## src/rtl/sr_block_accumulator.sv

```systemverilog
// Block accumulator for stochastically rounded samples: sums BLOCK_LEN accepted
// samples with per-add saturation and hands each block sum out on valid/ready.
module sr_block_accumulator #(
    parameter int IN_W      = 10,
    parameter int ACC_W     = 20,
    parameter int BLOCK_LEN = 16,
    parameter int CNT_W     = 5
) (
    input  logic                    clk,
    input  logic                    rst,
    input  logic signed [IN_W-1:0]  in,
    input  logic                    in_valid,
    output logic                    in_ready,
    output logic signed [ACC_W-1:0] out,
    output logic                    out_valid,
    input  logic                    out_ready,
    output logic                    out_sat,
    output logic [CNT_W-1:0]        count
);

    localparam logic [CNT_W-1:0] LAST_IDX = CNT_W'(BLOCK_LEN - 1);
    localparam logic signed [ACC_W-1:0] ACC_MAX = {1'b0, {(ACC_W-1){1'b1}}};
    localparam logic signed [ACC_W-1:0] ACC_MIN = {1'b1, {(ACC_W-1){1'b0}}};

    typedef enum logic {
        ST_ACCUM = 1'b0,
        ST_HOLD  = 1'b1
    } state_t;

    state_t                  state_q, state_d;
    logic signed [ACC_W-1:0] acc_q, acc_d;
    logic [CNT_W-1:0]        count_q, count_d;
    logic                    sat_acc_q, sat_acc_d;
    logic signed [ACC_W-1:0] out_q, out_d;
    logic                    out_sat_q, out_sat_d;

    logic [ACC_W:0]          sum_wide;
    logic signed [ACC_W-1:0] sum_sat;
    logic                    clamp;
    logic                    accept;
    logic                    transfer;

    // One guard bit is enough: a single add of two in-range values cannot
    // overflow ACC_W+1 bits, so the top two bits disagreeing means out of range.
    always_comb begin
        sum_wide = {acc_q[ACC_W-1], acc_q} + {{(ACC_W+1-IN_W){in[IN_W-1]}}, in};
        clamp    = sum_wide[ACC_W] ^ sum_wide[ACC_W-1];
        if (clamp) begin
            sum_sat = sum_wide[ACC_W] ? ACC_MIN : ACC_MAX;
        end else begin
            sum_sat = sum_wide[ACC_W-1:0];
        end
    end

    assign accept   = in_valid && (state_q == ST_ACCUM);
    assign transfer = out_ready && (state_q == ST_HOLD);

    always_comb begin
        state_d   = state_q;
        acc_d     = acc_q;
        count_d   = count_q;
        sat_acc_d = sat_acc_q;
        out_d     = out_q;
        out_sat_d = out_sat_q;
        case (state_q)
            ST_ACCUM: begin
                if (accept) begin
                    if (count_q == LAST_IDX) begin
                        out_d     = sum_sat;
                        out_sat_d = sat_acc_q | clamp;
                        acc_d     = '0;
                        count_d   = '0;
                        sat_acc_d = 1'b0;
                        state_d   = ST_HOLD;
                    end else begin
                        acc_d     = sum_sat;
                        count_d   = count_q + CNT_W'(1);
                        sat_acc_d = sat_acc_q | clamp;
                    end
                end
            end
            ST_HOLD: begin
                // out/out_sat deliberately keep their value after the handoff
                if (transfer) begin
                    state_d = ST_ACCUM;
                end
            end
            default: state_d = ST_ACCUM;
        endcase
    end

    always_ff @(posedge clk) begin
        if (rst) begin
            state_q   <= ST_ACCUM;
            acc_q     <= '0;
            count_q   <= '0;
            sat_acc_q <= 1'b0;
            out_q     <= '0;
            out_sat_q <= 1'b0;
        end else begin
            state_q   <= state_d;
            acc_q     <= acc_d;
            count_q   <= count_d;
            sat_acc_q <= sat_acc_d;
            out_q     <= out_d;
            out_sat_q <= out_sat_d;
        end
    end

    assign in_ready  = (state_q == ST_ACCUM);
    assign out_valid = (state_q == ST_HOLD);
    assign out       = out_q;
    assign out_sat   = out_sat_q;
    assign count     = count_q;

endmodule

```

## config.mk

```make
export PLATFORM = sky130hd
export DESIGN_NAME = sr_block_accumulator
export DESIGN_NICKNAME = d
export VERILOG_FILES = /design/src/rtl/sr_block_accumulator.sv
export SDC_FILE = /design/constraint.sdc
export NUM_CORES = 1
export LEC_CHECK = 0
export BUFFER_PORTS_ARGS = -buffer_cell sky130_fd_sc_hd__buf_4
export CORE_UTILIZATION = 48
export DETAILED_ROUTE_END_ITERATION = 12
export GPL_ROUTABILITY_DRIVEN = 0
export PLACE_DENSITY_LB_ADDON = 0.2
export SYNTH_ARGS = -nofsm -noshare
export SYNTH_HDL_FRONTEND = slang
export SYNTH_SLANG_ARGS = --single-unit
```

## constraint.sdc

```tcl
create_clock -name clk -period 7.9 [get_ports clk]
set_input_delay 0.395 -clock clk [delete_from_list [all_inputs] [get_ports clk]]
set_output_delay 0.395 -clock clk [all_outputs]
set_load 0.02 [all_outputs]
```

==> impl_metrics.ini, run 1 <==
[outcome]
status = complete, no violations

[synth]
ys_seq_area_frac = 0.350
syn_avg_cell_area_sq_um = 8.37
ys_types = 56
synth_area_sq_um = 2740
ys_ff_latch = 48
syn_inst = 328
synthArstFlopShare = 0
syn_nets = 364
synth_ff_type = dfxtp_1
yosys_warnings = 0
synth_edf_count = 0

[sta]
fin_tns_setup_ns = 0
setup_violations = 0
max-slew-margin-rel = 0.216
min_period_ns = 3.01
max_freq_mhz = 333
tightest_slew_ns = 1.17
rsz0062_at_grt = false
hold_viol = 0
min_period_over_period = 0.380
fin_ws_ns = 4.89
finClkSkew_ns = 0.00582
finalMaxSlewViolations = 0

[clock_network]
clockBufferDepth = 2
cts_tree = built
cts_num_sinks = 48
clk_latency_ns = 0.30
cts_resized = 0
hold_buffers = 0
cts_buffers = 5
cts-root-buf = clkbuf_8
postCtsSetupBuffers = 0
path_clk_slew_ns = 0.09
cts_max_level = 2

[floorplan]
ioPinCount = 42
die_w_um = 77.6
core_sq_um = 5510
start_util = 0.498
row_count = 27
die_y_um = 77.6
dieArea_sq_um = 6020

[cells_and_area]
mostFrequentLayoutCells = 48 x dfxtp_1, 45 x nand2_1, 41 x buf_4, 40 x nor2_1, 31 x o21ai_0
final_common_cell = dfxtp_1
area_growth_pct = 16.0
drive_above_1_share = 0.173
antenna_cells = 0
instances_no_fill = 437
final_nets = 400

[critical_path]
start_kind = flop
worstPathArrival_ns = 3.22
required_ns = 8.11
end_kind = flop
crit_fanout = 18
timing_worst_setup_path_type = reg -> reg

[route]
first_pass_iters = 5
wirelength_um = 6190
vias = 2407
drtIter0Drc = 86
wl_per_cell_um = 14.2
ant_nets = 0
routed_via_density = 5.51
post-route-drc-count = 0

[grt]
track_usage = 0.216
grt_pass1_wl_um = 10300
antenna_found_initial = 0
grt_max_degree = 21
grt-ovfl-total = 0
grt_pass1_vias = 2166

[job]
maxCapViolCount = 0

[place]
dp.cells = 429
hpwl_um = 4740
dp_slack_ns = 4.77
numPortBuffers = 41

[power]
p_leak_nw = 1.40
power.total_mw = 0.773
ir_worst_vdd_mv = 0.141
power_density_nw_per_um2 = 243

[worst_hold_path]
min_path_type = in -> reg
[layer usage]
layer	part of all wire	vias to the layer above	global-route usage
met5	0	-	0
met3	0.048	7	0.0388
met2	0.45	52	0.337
met1	0.50	1108	0.298
li1	-	1240	-
met4	0.011	0	0.0717
[sequential cells by signal, summed over array words and instances, names as in the netlist]
register,count
acc_q,20
count,5
out,20
out_sat,1
out_valid,1
sat_acc_q,1
[power by group]
part	leakage, nW	internal (mW)	switching (mW)	total (mW)
logic	0.953	0.127	0.187	0.313
clock network	0.0541	0.0937	0.0823	0.176
registers	0.391	0.267	0.0163	0.283
[path summary, 6_finish.rpt]
check | slack, ns | from | cells after the start | end
max reg2reg | 4.89 | acc_q[0] | 11 | out[12]
min | 0.37 | out_ready | 3 | out_valid
max | 4.89 | acc_q[0] | 11 | out[12]
min reg2reg | 0.46 | out[3] | 2 | out[3]
[worst max-delay path: stages, from the launching register on]
cell and delay (ns):
dfxtp_1 0.34, ha_1 0.16, inv_1 0.06, fa_1 0.41
nor2b_1 0.18, o2111ai_1 0.20, a21oi_2 0.25, o21ai_1 0.12
a32o_1 0.41, nor2_4 0.41, a21oi_1 0.11, a211oi_1 0.26
[synth_stat cells, types with 2 or more instances]
cell type,number,share of area
a211oi_2,3,0.014
nand4_1,4,0.0091
a211oi_1,4,0.011
ha_1,21,0.096
or2_2,2,0.0046
dfxtp_1,48,0.35
a21boi_0,2,0.0055
o2111ai_1,2,0.0064
buf_6,3,0.012
xnor2_1,10,0.032
nand2_1,45,0.062
a21o_1,8,0.022
nor2_1,40,0.055
xor2_1,7,0.022
nand2b_1,4,0.0091
o21a_1,4,0.011
o21ai_1,3,0.0055
o211a_1,2,0.0073
a21oi_1,25,0.046
clkbuf_1,7,0.0096
and2_1,3,0.0068
inv_1,6,0.0082
a32o_1,3,0.011
nor2b_1,5,0.011
o21ai_0,31,0.057
nor3_1,6,0.011
[logic make-up after synthesis]
| group | Yosys count | share of synthesized area |
|---|---|---|
| simple gates | 116 | 0.192 |
| compound gates | 105 | 0.259 |
| flops | 48 | 0.350 |
| fa+ha+maj | 23 | 0.107 |
| buf+inv | 18 | 0.0337 |
| xor+xnor | 17 | 0.0543 |
| mux | 1 | 0.00365 |
[final cells by class]
cell class                 count  area [sq um]
clock buffer                   5          68.8
clock inverter                 3          42.5
fill                         509          2320
inverter                       6          22.5
multi-input combinational    262          1690
sequential                    48           961
tap                           72          90.1
timing repair buffer          41           308
[per-stage QoR]
step | cell area, sq um | hold WS, ns | utilization
floorplan | 2740 | 0.429 | -
global placement | 3070 | 0.437 | 0.558
detailed placement | 3070 | 0.445 | 0.558
CTS | 3180 | 0.360 | 0.578
global route | 3180 | 0.366 | 0.578
finish | 3180 | 0.366 | 0.578
Power figures use the tool's default switching activity.
==> run 2, diff against run 1 <==
==> constraint.sdc (replaced) <==
create_clock -name clk -period 2.5 [get_ports clk]
set_input_delay 0.125 -clock clk [delete_from_list [all_inputs] [get_ports clk]]
set_output_delay 0.125 -clock clk [all_outputs]
set_load 0.02 [all_outputs]
==> impl_metrics.ini, run 2 (synthesized netlist as in run 1, its figures left out) <==
[critical_path]
reg2reg_to = acc_q[11]
slowest_stage = ha_1
start_kind = flop
worst-path-buf-inv = 1
crit_chain = ha_1 > o211a_1 > o21a_1 > o31a_1 > o211a_1 > o211ai_4 > nor2_4 > buf_12 > a21o_1 > a22o_1
required_ns = 2.70
worstPathArrival_ns = 2.85
timing_worst_setup_path_type = reg -> reg
regToRegStartpoint = acc_q[4]
end_kind = flop
crit_cells = 10
worst_path_largest_cell_delay_ns = 0.34
crit_path_end = acc_q[11]
crit_start = acc_q[4]
reg2regPathDepth = 10
rrSetupSlack_ns = -0.15
crit_fanout = 7
crit_path_frequent_cell = o211a_1
crit_family = compound AO/OA/AOI/OAI gates

[sta]
min_period_ns = 2.65
hold_viol = 0
fin_tns_setup_ns = -2.35
fin_ws_ns = -0.153
finalMaxSlewViolations = 0
max-slew-margin-rel = 0.656
finClkSkew_ns = 0.0110
max_freq_mhz = 377
tightest_slew_ns = 0.511
min_period_over_period = 1.06
rsz0062_at_grt = true
setup_violations = 37

[worst_hold_path]
min_path_type = in -> reg
worst_hold_startpoint = out_ready

[grt]
grt_pass1_vias = 2466
track_usage = 0.249
grt-ovfl-total = 0
antenna_found_initial = 0
grt_max_degree = 21
grt_pass1_wl_um = 11800

[cells_and_area]
instances_no_fill = 493
mostFrequentLayoutCells = 91 x buf_4, 43 x nand2_1, 42 x dfxtp_1, 32 x nor2_1, 22 x o21ai_1
final_common_cell = buf_4
area_growth_pct = 41.9
antenna_cells = 0
drive_above_1_share = 0.371
n_fill_cell = 418
final_nets = 457

[power]
p_leak_nw = 1.73
ir_worst_vdd_mv = 0.454
power.total_mw = 3.18
power_density_nw_per_um2 = 817

[clock_network]
cts_buffers = 5
cts_tree = built
cts_max_level = 2
cts_num_sinks = 48
path_clk_slew_ns = 0.09
hold_buffers = 0
cts-root-buf = clkbuf_8
clk_latency_ns = 0.31
clockBufferDepth = 2

[place]
numPortBuffers = 41
dp.cells = 469
hpwl_um = 5180

[route]
routed_via_density = 5.75
vias = 2837
drtIter0Drc = 215
post-route-drc-count = 0
ant_nets = 0
wirelength_um = 8290
first_pass_iters = 5
wl_per_cell_um = 16.8

[floorplan]
dieArea_sq_um = 6020
die_w_um = 77.6
row_count = 27
die_y_um = 77.6
core_sq_um = 5510
start_util = 0.498
ioPinCount = 42

[outcome]
status = finished, violations left
violations = negative setup slack

[job]
maxCapViolCount = 0
[run 2: worst min path at each step]
stage                      to  slack [ns]  cells past startpoint
floorplan           out_valid        0.31                      2
global placement    out_valid        0.40                      3
detailed placement  out_valid        0.40                      3
CTS                 out_valid        0.06                      3
global route        out_valid        0.11                      3
finish              out_valid        0.07                      3
[run 2: repair_timing]
action,CTS,global route
setup buffers,6,9
cloned,0,2
gates resized for setup,10,61
setup endpoints to repair,36,40
pin swaps,15,29
[run 2: worst register-to-register path: stages (launching register included)]
cell,delay (ns)
dfxtp_1,0.32
ha_1,0.34
o211a_1,0.16
o21a_1,0.13
o31a_1,0.34
o211a_1,0.27
o211ai_4,0.31
nor2_4,0.12
buf_12,0.17
a21o_1,0.18
a22o_1,0.19
[run 2: cell type report]
cell class | instances | area (sq um) | area share
clock buffers | 5 | 68.8 | 0.0177
clock inverters | 2 | 60.1 | 0.0154
inverters | 6 | 22.5 | 0.00578
multi-input cells | 263 | 1900 | 0.487
flip-flops and latches | 48 | 968 | 0.249
well taps | 72 | 90.1 | 0.0231
repair buffers | 97 | 786 | 0.202
[run 2: report_power, final]
part / leakage [nW] / total [mW] / switching [mW] / internal (mW)
clock: 0.0642 / 0.667 / 0.273 / 0.394
combinational: 1.27 / 1.60 / 0.847 / 0.756
sequential: 0.393 / 0.911 / 0.0624 / 0.848
[run 2: per-stage QoR]
step / area [sq um] / setup slack [ns] / hold WS, ns / utilization
floorplan: 2760 / 0.00812 / 0.307 / -
global placement: 3400 / -0.0969 / 0.398 / 0.617
detailed placement: 3400 / -0.124 / 0.397 / 0.617
CTS: 3600 / -0.00141 / 0.0613 / 0.655
global route: 3890 / -0.209 / 0.110 / 0.707
finish: 3890 / -0.153 / 0.0735 / 0.707
[run 2: per-layer routing]
layer,part of all wire,routed length [um],track usage
met1,0.43,3560,0.336
met2,0.48,3990,0.393
met3,0.059,488,0.0482
met4,0.030,246,0.0906
met5,0,0,0
